--- src/rtl/array_feeder_4.sv ---
// Input-side sequencer for the 4x4 binary-serial systolic array: weight-tile load, ifm streaming, output drain.
// Define ARRAY_FEEDER_SKEW_EN to add the per-row h-cycle skew delay lines (and the longer flush).
module array_feeder_4 #(
  parameter int HEIGHT = 4,
  parameter int WIDTH  = 4,
  parameter int IWIDTH = 8,
  parameter int IDEPTH = 3
) (
  input  logic                      clk,
  input  logic                      rst_n,
  input  logic                      i_start,
  output logic                      o_busy,
  output logic                      o_done,
  input  logic                      i_w_valid,
  output logic                      o_w_ready,
  input  logic [WIDTH*IWIDTH-1:0]   i_w_data,
  input  logic                      i_s_valid,
  output logic                      o_s_ready,
  input  logic                      i_s_last,
  input  logic [HEIGHT*IWIDTH-1:0]  i_s_ifm,
  output logic [HEIGHT-1:0]         o_en_i,
  output logic [HEIGHT-1:0]         o_clr_i,
  output logic [HEIGHT-1:0]         o_mac_done,
  output logic [HEIGHT*IWIDTH-1:0]  o_ifm,
  output logic [WIDTH-1:0]          o_en_w,
  output logic [WIDTH-1:0]          o_clr_w,
  output logic [WIDTH*IWIDTH-1:0]   o_wght,
  output logic [WIDTH-1:0]          o_en_o,
  output logic [WIDTH-1:0]          o_clr_o
);

  localparam int MAC_CYC = 2 ** IDEPTH;
`ifdef ARRAY_FEEDER_SKEW_EN
  localparam int FLUSH = WIDTH + HEIGHT - 1;
`else
  localparam int FLUSH = WIDTH;
`endif
  localparam int CNT_W = $clog2(WIDTH + HEIGHT + 1);

  typedef enum logic [2:0] {S_IDLE, S_LOAD_W, S_STREAM, S_WAIT, S_DRAIN} state_t;

  state_t                    r_state, w_next;
  logic                      r_w_first;
  logic [CNT_W-1:0]          r_cnt;
  logic [IDEPTH-1:0]         r_phase;
  logic                      r_held, r_clr_cur, r_first_pend, r_last_acc;
  logic [HEIGHT*IWIDTH-1:0]  r_vec;
  logic                      r_en_w;
  logic [WIDTH*IWIDTH-1:0]   r_wght;

  logic w_w_ready, w_w_acc, w_ph_end, w_s_ready, w_s_acc, w_en0, w_md0, w_clr0;

  assign w_w_ready = (r_state == S_LOAD_W) && !r_w_first;
  assign w_w_acc   = w_w_ready && i_w_valid;
  assign w_ph_end  = (r_phase == IDEPTH'(MAC_CYC - 1));
  assign w_s_ready = (r_state == S_STREAM) && (!r_held || w_ph_end) && !r_last_acc;
  assign w_s_acc   = w_s_ready && i_s_valid;
  assign w_en0     = (r_state == S_STREAM) && r_held;
  assign w_md0     = w_en0 && w_ph_end;
  assign w_clr0    = w_en0 && r_clr_cur;

  // NOTE: state and counters use non-blocking assignments so every register samples pre-edge values.
  always_ff @(posedge clk) begin
    if (!rst_n) r_state <= S_IDLE;
    else        r_state <= w_next;
  end

  // NOTE: every output and next-state term gets a default first, so no path can infer a latch.
  always_comb begin
    w_next  = r_state;
    o_busy  = (r_state != S_IDLE);
    o_done  = 1'b0;
    o_clr_w = '0;
    o_en_o  = '0;
    o_clr_o = '0;
    case (r_state)
      S_IDLE:   if (i_start) w_next = S_LOAD_W;
      S_LOAD_W: begin
        o_clr_w = {WIDTH{r_w_first}};
        if (w_w_acc && r_cnt == CNT_W'(HEIGHT - 1)) w_next = S_STREAM;
      end
      S_STREAM: if (w_md0 && r_last_acc) w_next = S_WAIT;
      S_WAIT:   if (r_cnt == CNT_W'(FLUSH - 1)) w_next = S_DRAIN;
      S_DRAIN: begin
        if (r_cnt < CNT_W'(HEIGHT)) begin
          o_en_o = '1;
        end else begin
          o_clr_o = '1;
          o_done  = 1'b1;
          w_next  = S_IDLE;
        end
      end
      default:  w_next = S_IDLE;
    endcase
  end

  always_ff @(posedge clk) begin
    if (!rst_n) begin
      r_w_first    <= 1'b0;
      r_cnt        <= '0;
      r_phase      <= '0;
      r_held       <= 1'b0;
      r_clr_cur    <= 1'b0;
      r_first_pend <= 1'b0;
      r_last_acc   <= 1'b0;
      r_vec        <= '0;
      r_en_w       <= 1'b0;
      r_wght       <= '0;
    end else begin
      r_w_first <= (r_state == S_IDLE) && i_start;
      r_en_w    <= w_w_acc;
      if (w_w_acc) r_wght <= i_w_data;

      // One counter serves weight rows, flush cycles and drain cycles; it restarts on every state change.
      if (w_next != r_state)
        r_cnt <= '0;
      else if (w_w_acc || r_state == S_WAIT || r_state == S_DRAIN)
        r_cnt <= r_cnt + CNT_W'(1);

      if (r_w_first) begin
        r_first_pend <= 1'b1;
        r_last_acc   <= 1'b0;
        r_held       <= 1'b0;
      end else if (w_s_acc) begin
        r_held       <= 1'b1;
        r_phase      <= '0;
        r_vec        <= i_s_ifm;
        r_clr_cur    <= r_first_pend;
        r_first_pend <= 1'b0;
        r_last_acc   <= i_s_last;
      end else if (w_md0) begin
        r_held <= 1'b0;
      end else if (r_held) begin
        r_phase <= r_phase + IDEPTH'(1);
      end
    end
  end

  assign o_w_ready     = w_w_ready;
  assign o_s_ready     = w_s_ready;
  assign o_en_w        = {WIDTH{r_en_w}};
  assign o_wght        = r_wght;
  assign o_en_i[0]     = w_en0;
  assign o_clr_i[0]    = w_clr0;
  assign o_mac_done[0] = w_md0;
  assign o_ifm[IWIDTH-1:0] = r_vec[IWIDTH-1:0];

`ifdef ARRAY_FEEDER_SKEW_EN
  for (genvar h = 1; h < HEIGHT; h++) begin : g_skew
    logic [IWIDTH+2:0] r_dly [h];

    // NOTE: the delay line is cleared on reset so an aborted tile cannot leak strobes afterwards.
    always_ff @(posedge clk) begin
      if (!rst_n) begin
        for (int k = 0; k < h; k++) r_dly[k] <= '0;
      end else begin
        r_dly[0] <= {w_en0, w_clr0, w_md0, r_vec[h*IWIDTH +: IWIDTH]};
        for (int k = 1; k < h; k++) r_dly[k] <= r_dly[k-1];
      end
    end

    assign {o_en_i[h], o_clr_i[h], o_mac_done[h], o_ifm[h*IWIDTH +: IWIDTH]} = r_dly[h-1];
  end
`else
  for (genvar h = 1; h < HEIGHT; h++) begin : g_align
    assign o_en_i[h]                  = w_en0;
    assign o_clr_i[h]                 = w_clr0;
    assign o_mac_done[h]              = w_md0;
    assign o_ifm[h*IWIDTH +: IWIDTH]  = r_vec[h*IWIDTH +: IWIDTH];
  end
`endif

endmodule
--- config.mk ---
export PLATFORM = sky130hd
export DESIGN_NAME = array_feeder_4
export DESIGN_NICKNAME = d
export VERILOG_FILES = /design/src/rtl/array_feeder_4.sv
export SDC_FILE = /design/constraint.sdc
export NUM_CORES = 1
export LEC_CHECK = 0
export CORE_AREA = 5 5 120 88
export CTS_BUF_LIST = sky130_fd_sc_hd__clkbuf_8
export CTS_CLUSTER_SIZE = 14
export DETAILED_ROUTE_END_ITERATION = 10
export DIE_AREA = 0 0 125 93
export PLACE_DENSITY = 0.78
export SYNTH_ARGS = -nofsm -noshare
export SYNTH_HDL_FRONTEND = slang
export SYNTH_SLANG_ARGS = --single-unit
--- constraint.sdc ---
create_clock -name clk -period 1.7 [get_ports clk]
set_clock_uncertainty 0.2 [all_clocks]
set_input_delay 0.34 -clock clk [delete_from_list [all_inputs] [get_ports clk]]
set_output_delay 0.34 -clock clk [all_outputs]
set_load 0.01 [all_outputs]
==> impl_metrics.json <==
{
  "outcome": "finished with violations",
  "violations": "negative setup slack",
  "muxShareOfSynthArea_pct": 0,
  "routabilityCongestion": 0.766,
  "drt_pass1_iterations": 4,
  "synthTopCellsByArea": "dfxtp_1, nand2_1, a21boi_0, buf_4, a21boi_1",
  "ys_ff_latch": 80,
  "post-route-drc-count": 0,
  "detail_route.iter0.violations": 135,
  "synthAdderAreaFrac_pct": 1.09,
  "cp-start-kind": "register",
  "r2r-end": "o_ifm[15]$_SDFFE_PN0P_",
  "crit_path_end_kind": "primary output",
  "area_growth_pct": 75.6,
  "clock_path_buffers": 2,
  "cts_tree": "done",
  "crit_end": "o_busy",
  "startpoint": "r_state[0]$_SDFF_PN0_",
  "overflow": 0,
  "grt_pass1_wl_microns": 15300,
  "synth_nets": 471,
  "synth_top_family_by_area": "simple AND/OR/NAND/NOR gates",
  "design_area_sq_um": 6030,
  "ir_drop_mv": 0.470,
  "dr_total_vias": 3285,
  "detail-route-antenna-nets": 0,
  "clk_pin_slew_ps": 80,
  "grt_max_degree": 44,
  "fmax_mhz": 514,
  "yosys.area.top_type": "dfxtp_1",
  "reg2reg_from": "r_state[0]$_SDFF_PN0_",
  "seq_area_frac_synth_pct": 46.6,
  "crit_required_ps": 1160,
  "ys_async_sr_fraction_pct": 0,
  "slew_violations": 0,
  "place.detailed.hpwl_microns": 6640,
  "period_minus_slack_ps": 1940,
  "grt_usage_pct": 16.1,
  "netlist_instances": 398,
  "row_count": 30,
  "yosys.area_share.simple_pct": 23.0,
  "synth_compound_area_share_pct": 17.8,
  "synth_top_area_share_pct": 46.6,
  "die-width_microns": 125,
  "synth_edf_count": 0,
  "grt_setup_unrepaired": "yes",
  "setup_viol": 97,
  "clockPowerShare_pct": 37.7,
  "wl_microns": 10700,
  "critPathKind": "register to primary output",
  "cts_root_buf": "clkbuf_8",
  "drv_cap": 0,
  "ys.flop_type": "dfxtp_1",
  "diodes": 0,
  "drive_gt1_share_pct": 31.7,
  "htree_levels": 3,
  "final_common_cell": "nand2_1",
  "cts-buffers-inserted": 9,
  "combPwrFrac_pct": 14.3,
  "grt_pass1_vias": 3117,
  "worstPathArrival_ps": 1400,
  "pwr-share-seq_pct": 47.9,
  "vias_per_cell": 4.70,
  "synth.distinct_cells": 39,
  "antenna_found_initial": 0,
  "avgRoutedWirePerCell_microns": 15.3,
  "nets": 639,
  "tightest_slew_ps": 323,
  "io_buffer_count": 165,
  "most-common-layout-cells": "nand2_1, dfxtp_1, clkdlybuf4s50_1, dlygate4sd2_1, a21boi_1",
  "die_height_microns": 93,
  "worst-path-max-fanout": 5,
  "holdWs_ps": 251,
  "tns_ps": -16650,
  "place_area_sq_um": 5220,
  "hold_violations": 0,
  "p_int_mw": 3.07,
  "fin_cells": 699,
  "start_util_pct": 36.8,
  "hp-class": "register to register",
  "netSwitchingPower_mw": 0.971,
  "power.density_nw_per_um2": 670,
  "leakage_nw": 2.66,
  "timing.slew.headroom_pct": 78.5,
  "yosysWarnings": 0,
  "syn_area_sq_um": 3440,
  "r2r_slack_ps": -230,
  "clock-sinks": 80,
  "dieArea_sq_um": 11600,
  "hold_buffers": 0,
  "io_pins": 166,
  "core_area_sq_um": 9350,
  "r2r_cells": 8,
  "sw_frac_of_total_pct": 24.0,
  "dp.cells": 668,
  "synth.avg_cell_area_sq_um": 8.63,
  "yosys.area_share.xor_xnor_pct": 1.02,
  "clock_latency_ps": 360,
  "finalCritPeriodShare_pct": 114,
  "setup_slack_ps": -245
}
registers in the layout, summed over array words and instances (netlist names):
signal	flops
r_w_first	1
r_en_w	1
r_cnt	4
r_phase	3
o_ifm	32
o_wght	32
r_clr_cur	1
r_last_acc	1
r_first_pend	1
r_held	1
r_state	3
cell families after synthesis:
family / after synthesis
adder cells (fa/ha/maj): 3
XOR/XNOR: 4
AND/OR/NAND/NOR: 175
AO/OA/AOI/OAI: 83
buffers and inverters: 53
flip-flops: 80
synthesized netlist by cell type (4+ instances only):
master / n
nand2_1: 140
a21boi_0: 43
a21boi_1: 26
clkbuf_1: 11
buf_2: 6
buf_4: 30
nor2b_1: 5
nor2_1: 9
buf_6: 4
dfxtp_1: 80
a21oi_1: 5
power groups by stage:
| stage | Combinational, mW | Clock (mW) | Sequential, mW |
|---|---|---|---|
| after floorplan | 0.168 | 0 | 2.00 |
| after global placement | 0.486 | 0 | 1.98 |
| after detailed placement | 0.492 | 0 | 1.99 |
| after CTS | 0.492 | 1.56 | 1.94 |
| after global routing | 0.617 | 1.65 | 1.94 |
| final | 0.580 | 1.53 | 1.94 |
worst min path at each step:
stage                              startpoint                     end  depth (start not counted)  slack, ps
finish                 o_wght[4]$_SDFFE_PN0P_  o_wght[4]$_SDFFE_PN0P_                          2        250
detailed placement     o_ifm[22]$_SDFFE_PN0P_  o_ifm[22]$_SDFFE_PN0P_                          2        240
global route                            rst_n   r_state[1]$_SDFF_PN0_                          3        230
global placement       o_ifm[27]$_SDFFE_PN0P_  o_ifm[27]$_SDFFE_PN0P_                          2        240
CTS                                     rst_n   r_state[2]$_SDFF_PN0_                          4        220
floorplan           r_first_pend$_SDFFE_PN0P_  r_clr_cur$_SDFFE_PN0P_                          2        230
layer usage:
layer | wire (microns) | vias to the layer above | share of wire [%] | GRT usage (%)
met5 | 0 | - | 0 | 0
met4 | 102 | 0 | 0.95 | 4.33
met3 | 922 | 12 | 8.6 | 7.99
met2 | 5240 | 122 | 49 | 26.4
met1 | 4460 | 1543 | 42 | 18.8
li1 | - | 1608 | - | -
cell type report:
type,instances,area (sq um)
Fill cell,745,3310
Sequential cell,80,1620
Tap cell,128,160
Timing Repair Buffer,209,2100
Clock inverter,7,88.8
Clock buffer,9,124
Multi-Input combinational cell,265,1940
Inverter,1,3.75
worst max-delay path: stages (launching register included):
cell and delay [ps]:
dfxtp_4 360, buf_4 160, or3_4 400, buf_6 130
what timing repair did:
| item | 4_1_cts | 5_1_grt |
|---|---|---|
| endpoints found under the setup margin | 171 | 102 |
| pin swaps | 15 | 69 |
| hold endpoints to repair | 0 | 0 |
| gates resized for setup | 241 | 125 |
| gates cloned | 1 | 6 |
| buffers inserted | 2 | 6 |
stage by stage:
| stage | utilization [%] | setup slack, ps | total power, mW |
|---|---|---|---|
| after floorplan | - | -86.3 | 2.17 |
| after global placement | 55.9 | -411 | 2.47 |
| after detailed placement | 55.9 | -535 | 2.48 |
| after CTS | 58.5 | -260 | 3.99 |
| after global routing | 64.6 | -334 | 4.21 |
| final | 64.6 | -245 | 4.04 |
(Power assumes the default switching activity.)
